<file path="config.mk">
export PLATFORM = sky130hd
export DESIGN_NAME = fifo_rd_ctrl
export DESIGN_NICKNAME = d
export VERILOG_FILES = /design/src/rtl/fifo_rd_ctrl.sv
export SDC_FILE = /design/constraint.sdc
export NUM_CORES = 1
export LEC_CHECK = 0
export ABC_AREA = 1
export BUFFER_PORTS_ARGS = -buffer_cell sky130_fd_sc_hd__buf_4
export CAP_MARGIN = 10
export CORE_ASPECT_RATIO = 1.2
export CORE_MARGIN = 1.5
export CORE_UTILIZATION = 40
export DETAILED_ROUTE_END_ITERATION = 10
export MAX_ROUTING_LAYER = met4
export PLACE_DENSITY = 0.77
export RECOVER_POWER = 100
export SKIP_LAST_GASP = 1
export SYNTH_ARGS = -nofsm -noshare
export SYNTH_HDL_FRONTEND = slang
export SYNTH_SLANG_ARGS = --single-unit
</file>
<file path="constraint.sdc">
create_clock -name clk -period 2.1 [get_ports clk]
set_input_delay 0.105 -clock clk [delete_from_list [all_inputs] [get_ports clk]]
set_output_delay 0.105 -clock clk [all_outputs]
set_load 0.02 [all_outputs]
</file>
<file path="src/rtl/fifo_rd_ctrl.sv">
// fifo_rd_ctrl: FIFO read pointer, 1-cycle memory read issue, 2-entry output skid buffer (FIFO_RD_LEVEL_EN adds o_level).
// Latency: first word valid 2 cycles after the FIFO goes non-empty; 1 word/cycle sustained with ready high.
// Backpressure: reads issue only while buffered + in-flight words stay below 2; head held stable while !i_ready_m.
`ifndef FIFO_DEPTH
`define FIFO_DEPTH 16
`endif

module fifo_rd_ctrl #(
   parameter int FIFO_DEPTH = `FIFO_DEPTH,
   parameter int ADDR_WIDTH = $clog2(FIFO_DEPTH),
   parameter int DATA_WIDTH = 8
) (
   input  logic                  clk,
   input  logic                  rst_n,
   input  logic [ADDR_WIDTH:0]   i_wr_addr,
   output logic [ADDR_WIDTH:0]   o_rd_addr,
   output logic                  o_mem_rd_en,
   output logic [ADDR_WIDTH-1:0] o_mem_raddr,
   input  logic [DATA_WIDTH-1:0] i_mem_rdata,
   output logic [DATA_WIDTH-1:0] o_data_m,
   output logic                  o_valid_m,
   input  logic                  i_ready_m
`ifdef FIFO_RD_LEVEL_EN
   ,
   output logic [ADDR_WIDTH+1:0] o_level
`endif
);

   typedef enum logic [1:0] {
      ST_EMPTY = 2'd0,
      ST_ONE   = 2'd1,
      ST_TWO   = 2'd2
   } buf_state_e;

   buf_state_e            state_q, state_d;
   logic [ADDR_WIDTH:0]   rd_addr_q, rd_addr_d;
   logic                  inflight_q, inflight_d;
   logic [DATA_WIDTH-1:0] head_q, head_d;
   logic [DATA_WIDTH-1:0] second_q, second_d;

   logic [ADDR_WIDTH:0]   avail;
   logic [1:0]            buf_cnt;
   logic [2:0]            committed;
   logic                  pop;
   logic                  land;
   logic                  issue;

   // Credit: words already held or returning, minus the one leaving this cycle.
   always_comb begin
      avail     = i_wr_addr - rd_addr_q;
      land      = inflight_q;
      pop       = (state_q != ST_EMPTY) && i_ready_m;
      case (state_q)
         ST_ONE:  buf_cnt = 2'd1;
         ST_TWO:  buf_cnt = 2'd2;
         default: buf_cnt = 2'd0;
      endcase
      committed = {1'b0, buf_cnt} + {2'b00, inflight_q} - {2'b00, pop};
      issue     = (avail != '0) && (committed < 3'd2);
      rd_addr_d = issue ? (rd_addr_q + {{ADDR_WIDTH{1'b0}}, 1'b1}) : rd_addr_q;
      inflight_d = issue;
   end

   always_comb begin
      state_d  = state_q;
      head_d   = head_q;
      second_d = second_q;
      case (state_q)
         ST_EMPTY: begin
            if (land) begin
               state_d = ST_ONE;
               head_d  = i_mem_rdata;
            end
         end
         ST_ONE: begin
            if (land && pop) begin
               head_d = i_mem_rdata;
            end else if (land) begin
               state_d  = ST_TWO;
               second_d = i_mem_rdata;
            end else if (pop) begin
               state_d = ST_EMPTY;
            end
         end
         ST_TWO: begin
            if (pop) begin
               head_d = second_q;
               if (land) begin
                  second_d = i_mem_rdata;
               end else begin
                  state_d = ST_ONE;
               end
            end
         end
         default: state_d = ST_EMPTY;
      endcase
   end

   always_ff @(posedge clk or negedge rst_n) begin
      if (!rst_n) begin
         state_q    <= ST_EMPTY;
         rd_addr_q  <= '0;
         inflight_q <= 1'b0;
         head_q     <= '0;
         second_q   <= '0;
      end else begin
         state_q    <= state_d;
         rd_addr_q  <= rd_addr_d;
         inflight_q <= inflight_d;
         head_q     <= head_d;
         second_q   <= second_d;
      end
   end

   assign o_rd_addr   = rd_addr_q;
   assign o_mem_rd_en = issue;
   assign o_mem_raddr = rd_addr_q[ADDR_WIDTH-1:0];
   assign o_data_m    = head_q;
   assign o_valid_m   = (state_q != ST_EMPTY);

`ifdef FIFO_RD_LEVEL_EN
   logic [ADDR_WIDTH+1:0] level_q, level_d;
   logic [ADDR_WIDTH:0]   avail_d;
   logic [1:0]            buf_cnt_d;

   // Words still in memory, in flight, or buffered once this edge's updates land.
   always_comb begin
      avail_d = i_wr_addr - rd_addr_d;
      case (state_d)
         ST_ONE:  buf_cnt_d = 2'd1;
         ST_TWO:  buf_cnt_d = 2'd2;
         default: buf_cnt_d = 2'd0;
      endcase
      level_d = {1'b0, avail_d}
              + {{(ADDR_WIDTH+1){1'b0}}, inflight_d}
              + {{ADDR_WIDTH{1'b0}}, buf_cnt_d};
   end

   always_ff @(posedge clk or negedge rst_n) begin
      if (!rst_n) begin
         level_q <= '0;
      end else begin
         level_q <= level_d;
      end
   end

   assign o_level = level_q;
`endif

endmodule
</file>
After elaboration in Yosys (flattened, before gate mapping)
Cells that the tools add are included.
{"block": "classes", "add_sub_neg": 4, "n_lt_le_gt_ge": 1, "n_eq_ne": 8, "muxes": 16, "reduce_logical": 11}
{"op": "8-bit 2-to-1 mux", "count": 6}
{"op": "8-bit case mux with 3 select lines", "count": 1}
{"op": "8-bit case mux with 2 select lines", "count": 1}
{"op": "2-bit 2-to-1 mux", "count": 6}
{"op": "2-bit != test (second input constant)", "count": 5}
{"op": "2-bit case mux with 3 select lines", "count": 1}
{"op": "5-bit by 1-bit adder with 5-bit output (second input constant)", "count": 1}
{"op": "5-bit AND reduction", "count": 1}
{"op": "5-bit nonzero test", "count": 1}
{"op": "5-bit subtractor", "count": 1}
{"op": "2-bit case mux with 2 select lines", "count": 1}
{"op": "4-bit AND reduction", "count": 1}
{"op": "2-bit nonzero test", "count": 2}
{"op": "2-bit by 1-bit adder with 3-bit output", "count": 1}
{"op": "1-bit logical AND", "count": 3}
{"op": "3-bit by 2-bit less-than comparator with 1-bit output (second input constant)", "count": 1}
{"op": "3-bit != test (second input constant)", "count": 1}
{"op": "3-bit AND reduction", "count": 1}
{"op": "3-bit nonzero test", "count": 1}
{"op": "3-bit by 1-bit subtractor with 3-bit output", "count": 1}
{"op": "2-bit by 1-bit equality test with 1-bit output (second input constant)", "count": 1}
{"op": "2-bit equality test (second input constant)", "count": 1}
{"op": "2-bit logical NOT", "count": 1}
{"block": "totals", "reg_bits": 24, "in_bits": 16, "out_inout_bits": 19, "wordCells": 45}

Depth between registers and ports, before layout
Gate-level depths: netlist (run 1).
{"block": "logic_depth", "depth_word": 6, "ltp_mapped": 11, "mapped_depth_nobuf": 11}

Worst setup path after synthesis (run 1)
Ideal clock, no wire load.
{"block": "synth_path", "kind": "register to output", "startpoint": "register state_q[1]", "endpoint": "output o_mem_rd_en", "t_arrival_ns": 2.073, "required_time_ns": 1.995, "path_slack_ns": -0.078, "path_stages_with_launch": 11, "path_buffers": 0, "path_cell_list": "dfrtp_1 -> inv_1 -> nand2_1 -> nand2_1 -> a21oi_1 -> o21ai_0 -> fa_1 -> o21ai_1 -> a21oi_2 -> nand2_2 -> inv_1"}
{"block": "synth_between", "elab_cells_between_ends": 9, "classes_between": "add/sub (2); order compare (1); eq/ne (2); mux (1); reduce/logical (3)"}
{"element": "start: declaration", "line": "35", "text": "buf_state_e state_q, state_d;"}
{"element": "start signal: assignment", "line": "107", "text": "state_q <= state_d;"}
{"element": "2-bit nonzero test"}
{"element": "via o_valid_m", "line": "21", "text": "output logic o_valid_m,"}
{"element": "1-bit logical AND", "line": "52", "text": "pop = (state_q != ST_EMPTY) && i_ready_m;"}
{"element": "3-bit by 1-bit subtractor with 3-bit output", "line": "58", "text": "committed = {1'b0, buf_cnt} + {2'b00, inflight_q} - {2'b00, pop};"}
{"element": "3-bit by 2-bit less-than comparator with 1-bit output", "line": "59", "text": "issue = (avail != '0) && (committed < 3'd2);"}
{"element": "1-bit logical AND", "line": "59"}
{"element": "end: declaration", "line": "17", "text": "output logic o_mem_rd_en,"}
The timed path passes the listed nets, and every way through them passes these cells.

Worst setup path in the final report (run 1)
{"block": "layout_path", "startpoint": "register state_q[1]", "endpoint": "output o_mem_rd_en"}
{"block": "layout_between", "elab_chain_len": 6, "elab_cells_between_ends": 9, "classes_between": "add/sub (2); order compare (1); eq/ne (2); mux (1); reduce/logical (3)"}
{"element": "2-bit equality test or 2-bit by 1-bit equality test with 1-bit output (tied branches)", "line": "53", "text": "case (state_q)"}
{"element": "2-bit case mux with 2 select lines", "line": "53"}
{"element": "2-bit by 1-bit adder with 3-bit output", "line": "58"}
{"element": "3-bit by 1-bit subtractor with 3-bit output (*)", "line": "58"}
{"element": "3-bit by 2-bit less-than comparator with 1-bit output (*)", "line": "59"}
{"element": "1-bit logical AND (*)", "line": "59"}
Every way passes the cells marked *; elsewhere a longest branch is shown, timed or not.

==> results of run 1 <==
==> power by group <==
| part | switching (mW) | leakage [nW] | internal [mW] | total [mW] |
|---|---|---|---|---|
| sequential | 0.167 | 0.287 | 0.700 | 0.867 |
| combinational | 1.16 | 0.549 | 0.838 | 2.00 |
| clock | 0.150 | 0.0357 | 0.255 | 0.404 |
==> cell usage in the layout (no fill, tap or decap), drive strengths merged <==
cell type / n
buf: 30
o21ai: 11
clkinv: 1
dlygate4sd3: 1
a31oi: 8
a21oi: 2
o311ai: 1
dfrtp: 24
nand2: 50
fa: 1
bufinv: 1
ha: 5
o31ai: 1
inv: 24
xor2: 3
a22oi: 1
nand3: 11
xnor2: 2
clkbuf: 22
nor2: 11
nand4: 1
==> cell families after synthesis <==
family | count (synthesis)
simple gates | 73
buf+inv | 32
compound gates | 24
flops | 24
fa+ha+maj | 6
xor+xnor | 5
==> synthesized netlist by cell type <==
master    count  area [um2]
xnor2_1       2        17.5
o21ai_1       1        5.00
clkinv_1      1        3.75
a21oi_2       1        8.76
inv_2         2        7.51
nor2_1       10        37.5
nand2_4       1        11.3
o21ai_0       7        35.0
o21ai_2       2        17.5
buf_6         2        22.5
nand3_1      11        55.1
buf_2         1        5.00
buf_4         4        30.0
a21oi_1       1        5.00
xor2_1        3        26.3
o31ai_4       1        21.3
ha_1          5        62.6
nor2_2        1        6.26
nand2_1      44         165
dfrtp_1      24         601
o21ai_4       1        16.3
inv_1        22        82.6
nand2_2       5        31.3
a22oi_1       1        7.51
a31oi_1       8        50.1
fa_1          1        20.0
o311ai_0      1        8.76
nand4_1       1        6.26
==> how the worst max path moves through the flow <==
stage | start | endpoint | slack (ps) | cells past startpoint
floorplan | state_q[1]$_DFFE_PN0P_ | o_rd_addr[2]$_DFFE_PN0P_ | 20 | 11
finish | state_q[1]$_DFFE_PN0P_ | o_mem_rd_en | -80 | 10
CTS | state_q[0]$_DFFE_PN0P_ | o_mem_rd_en | -30 | 11
detailed placement | state_q[1]$_DFFE_PN0P_ | o_mem_rd_en | 10 | 11
global route | state_q[0]$_DFFE_PN0P_ | o_mem_rd_en | -170 | 11
global placement | state_q[1]$_DFFE_PN0P_ | o_mem_rd_en | 130 | 11
==> repair_timing <==
action	in CTS	in global routing
endpoints found under the setup margin	1	6
pin swaps	2	0
hold buffers	1	0
gates resized for setup	10	2
hold endpoints to repair	24	0
buffers inserted	8	1
==> worst register-to-register path, stage by stage (launching register included) <==
cell,delay (ps)
dfrtp_1,380
inv_2,50
buf_4,140
a21oi_4,170
o21ai_2,70
fa_1,420
o21ai_2,180
a21oi_2,70
buf_4,140
buf_4,120
buf_4,140
nand3_1,90
nand2_1,60
==> flip-flops by register name (all words and copies together) (netlist names) <==
| register | cells |
|---|---|
| o_data_m | 8 |
| second_q | 8 |
| o_rd_addr | 5 |
| state_q | 2 |
| inflight_q | 1 |
==> per-layer routing <==
metal,share of wire,wire (um),up-vias
met1,0.43,1250,539
met2,0.53,1520,18
met3,0.023,66,6
li1,-,-,610
met4,0.017,48,0
met5,0,0,-
==> cell type report <==
cell class,count,area [um2],share of cell area
Clock buffer,3,41.3,0.0233
Clock inverter,1,30.0,0.0170
Inverter,25,93.8,0.0530
Multi-Input combinational cell,108,639,0.361
Sequential cell,24,601,0.339
Tap cell,37,46.3,0.0262
Timing Repair Buffer,50,318,0.180
==> flow_metrics.tcl, run 1 <==
set metrics [dict create \
    cp_top_family "adder cells" \
    grt_pass1_vias 1070 \
    stdcell_area_mm2 0.00177 \
    grt_max_degree 25 \
    r2r_end "o_rd_addr[2]$_DFFE_PN0P_" \
    dp.cells 234 \
    cts_tree "built" \
    timing.rr.start "state_q[1]$_DFFE_PN0P_" \
    clk_path_buf_depth 2 \
    synth-xor-area-share 0.0321 \
    postPlaceCellArea_mm2 0.00166 \
    initial_core_util 0.413 \
    hold_path_depth 3 \
    r2r_setup_slack_ps -20 \
    vias 1173 \
    grt_pass1_wl_um 4730 \
    drv_cap 0 \
    setup_viol 6 \
    hold_start "i_mem_rdata[5]" \
    numCtsBuffers 3 \
    fmax_ghz 0.459 \
    min_to "second_q[5]$_DFFE_PN0P_" \
    fin_nets 234 \
    finalCritPeriodShare 1.04 \
    synthAdderAreaFrac 0.0604 \
    ys_warn_count 0 \
    synth_seq_area_share 0.440 \
    slew_viol_final 0 \
    power_mw 3.27 \
    grt_overflow 0 \
    clkLatencyLatePin_ps 270 \
    wl_um 2880 \
    antenna-diode-count 0 \
    synthSimpleGateAreaFrac 0.229 \
    antenna_found_initial 0 \
    syn2layout_area_growth_pct 29.5 \
    ys_ff_latch 24 \
    worst_slew_pin_slew_ps 1300 \
    layout-drive-gt1-share 0.261 \
    drt_pre_antenna_iters 4 \
    clk_pin_slew_ps 90 \
    finClkSkew_ps 4.51 \
    fillers 330 \
    viasPerCell 4.73 \
    pin_count 35 \
    core_mm2 0.00331 \
    tns_ps -119 \
    synth_compound_area_frac 0.128 \
    synth_nets 186 \
    crit_path_end_kind "output pin" \
    die-area_mm2 0.00378 \
    fin_cells 248 \
    violations "setup timing" \
    rows 23 \
    cts_htree_levels 1 \
    outcome "finished with violations" \
    cp-start-kind "flip-flop" \
    place_congestion 0.738 \
    postSynthAreaPerCell_um2 8.33 \
    grt_use_total 0.165 \
    fin_ws_ps -76.6 \
    vdd_drop_max_uv 1150 \
    hold_class "primary input to flip-flop" \
    drtIter0Drc 30 \
    crit_chain "inv_2, buf_4, a21oi_4, o21ai_2, fa_1, o21ai_2, a21oi_2, nand2_2, inv_2, buf_6" \
    grt.busiest_layer "met2" \
    cts-root-buf "clkbuf_8" \
    clock-sinks 24 \
    drc 0 \
    post-route-util 0.535 \
    syn_area_mm2 0.00137 \
    crit_arrival_ps 2070 \
    use_met1 0.198 \
    max_slew_margin 0.135 \
    synth_top_family_by_area "simple AND/OR/NAND/NOR gates" \
    reg2reg_depth 12 \
    critPathMaxStageDelay_ps 500 \
    syn_inst 164 \
    wl_per_cell_um 11.6 \
    rsz0062_at_grt "true" \
    drtAntennaViolNets 0 \
    grtUsageMet2 0.282 \
    post-place-ws_ps 11.6 \
    crit_buf_inv 4 \
    p_leak_nw 0.872 \
    worstPathRequired_ps 2000 \
    crit_fanout 2 \
    power_density_mw_per_mm2 1850 \
    port_buffers 34 \
    die_h_um 67.0 \
    die_w_um 56.4 \
    min_period_ps 2180 \
    hold_viol 0 \
    synth_mux_area_frac 0 \
    holdWs_ps 40.6 \
    path_class "flip-flop to output pin" \
    synthDistinctLibCells 28 \
    slowest_stage "fa_1" \
    use_met3 0.0272 \
    post-dp-hpwl_um 2020 \
]
No activity file was read; power rests on OpenSTA's default activity.
==> run 2: changes to the inputs <==
PLACE_DENSITY = 0.65   (was 0.77)
==> run 2 against run 1 <==
The run still ends with setup timing left. Maximum frequency increased by 1.1%. Highest routed layer unchanged. Setup slack improved by 23 ps. Worst hold slack got worse by 3.3 ps.
==> flow_metrics.tcl, run 2 (synthesis results as in run 1) <==
set metrics [dict create \
    outcome "finished with violations" \
    violations "setup timing" \
    grt_pass1_wl_um 4840 \
    crit_path_end_kind "output pin" \
    drtIter0Drc 39 \
    seqCellArea_um2 601 \
    final_common_cell "nand2_1" \
    initial_core_util 0.413 \
    cts_tree "built" \
    crit_chain "buf_4, nand2_2, nor2_4, o21ai_2, fa_1, o21ai_2, a21oi_2, nand2_2, inv_2, buf_6" \
    hold_start "i_mem_rdata[5]" \
    drv_cap 0 \
    postPlaceCellArea_mm2 0.00167 \
    pwr-share-comb 0.607 \
    p_sw_mw 1.47 \
    setup_viol 1 \
    drc 0 \
    hold_class "primary input to flip-flop" \
    slew_viol_final 0 \
    die_h_um 67.0 \
    cts-root-buf "clkbuf_8" \
    layout-drive-gt1-share 0.271 \
    hold_viol 0 \
    rows 23 \
    cp-start-kind "flip-flop" \
    critPathMaxStageDelay_ps 500 \
    post-route-util 0.530 \
    sw_frac_of_total 0.455 \
    grt_pass1_vias 1153 \
    cts_htree_levels 1 \
    worstPathRequired_ps 2000 \
    timing.rr.start "state_q[0]$_DFFE_PN0P_" \
    grt_overflow 0 \
    numCtsBuffers 3 \
    max_slew_margin 0.148 \
    syn2layout_area_growth_pct 28.5 \
    slowest_stage "fa_1" \
    intPower_mw 1.76 \
    fin_nets 233 \
    p_leak_nw 0.874 \
    drt_pre_antenna_iters 6 \
    path_class "flip-flop to output pin" \
    clk_path_buf_depth 2 \
    clk_pin_slew_ps 90 \
    fin_ws_ps -53.3 \
    fillers 318 \
    crit_arrival_ps 2050 \
    wl_per_cell_um 12.2 \
    finClkSkew_ps 1.68 \
    fmax_ghz 0.464 \
    core_mm2 0.00331 \
    rsz0062_at_grt "true" \
    power_mw 3.22 \
    drtAntennaViolNets 0 \
    die-area_mm2 0.00378 \
    grt_max_degree 25 \
    seqPwrFrac 0.264 \
    vdd_drop_max_uv 924 \
    min_period_ps 2150 \
    power_density_mw_per_mm2 1840 \
    viasPerCell 4.95 \
    final_cell_mix "nand2_1 (42), buf_4 (29), dfrtp_1 (24)" \
    multiInputGateArea_um2 636 \
    pin_count 35 \
    die_w_um 56.4 \
    post-dp-hpwl_um 2160 \
    crit_fanout 3 \
    wl_um 3010 \
    cp_top_family "adder cells" \
    antenna_found_initial 0 \
    place_congestion 0.800 \
    clkLatencyLatePin_ps 270 \
    crit_start "state_q[0]$_DFFE_PN0P_" \
    clock-sinks 24 \
    grt_use_total 0.169 \
    finalCritPeriodShare 1.03 \
    vias 1223 \
    worst_slew_pin_slew_ps 1280 \
    stdcell_area_mm2 0.00176 \
    crit_buf_inv 3 \
    port_buffers 34 \
    antenna-diode-count 0 \
    clock_power_share 0.129 \
]
[run 2: repair_timing]
item / CTS / global route
buffers inserted: 4 / 2
resized for setup: 8 / 2
setup endpoints to repair: 1 / 6
hold buffers: 1 / 0
hold endpoints to repair: 24 / 0
pin swaps: 0 / 1
[run 2: final timing paths]
kind / endpoint / slack, ps / depth (start not counted)
max in group asynchronous: second_q[1]$_DFFE_PN0P_ / 720 / 2
max reg2reg: o_rd_addr[0]$_DFFE_PN0P_ / 0 / 12
min reg2reg: second_q[5]$_DFFE_PN0P_ / 540 / 2
min: second_q[5]$_DFFE_PN0P_ / 40 / 3
max: o_mem_rd_en / -50 / 10
min in group asynchronous: o_data_m[3]$_DFFE_PN0P_ / 620 / 2
[run 2: worst min-delay path: stages]
cell	delay [ps]
buf_4	90
nand2_2	50
o21ai_2	40
[run 2: layout make-up]
| class | count | area share |
|---|---|---|
| clock buffers | 3 | 0.0235 |
| clock inverters | 1 | 0.0171 |
| inverters | 25 | 0.0542 |
| multi-input cells | 108 | 0.362 |
| flip-flops and latches | 24 | 0.342 |
| well taps | 37 | 0.0264 |
| repair buffers | 49 | 0.175 |
[run 2: through the flow]
step / instances / TNS, ps / hold slack (ps) / worst slack, ps
final: 247 / -53.3 / 37.3 / -53.3
after global routing: 247 / -485 / 51.6 / -137
after CTS: 245 / -18.7 / 32.7 / -18.7
after detailed placement: 236 / 0 / 23.2 / 84.4
after global placement: 236 / 0 / 15.8 / 170
after floorplan: 164 / 0 / -191 / 22.1
[run 2: per-layer routing]
| metal | wire length (um) | share of wire | track usage | up-vias |
|---|---|---|---|---|
| li1 | - | - | - | 612 |
| met1 | 1230 | 0.41 | 0.175 | 567 |
| met2 | 1570 | 0.52 | 0.324 | 37 |
| met3 | 143 | 0.048 | 0.0214 | 7 |
| met4 | 61 | 0.020 | 0.0714 | 0 |
| met5 | 0 | 0 | - | - |
[run 2: power by group through the flow]
stage	Combinational [mW]	Sequential (mW)	Clock, mW
after global routing	2.16	0.882	0.428
after detailed placement	1.83	0.864	0
after floorplan	1.09	1.00	0
after CTS	2.01	0.855	0.420
final	1.96	0.851	0.415
after global placement	1.77	0.854	0
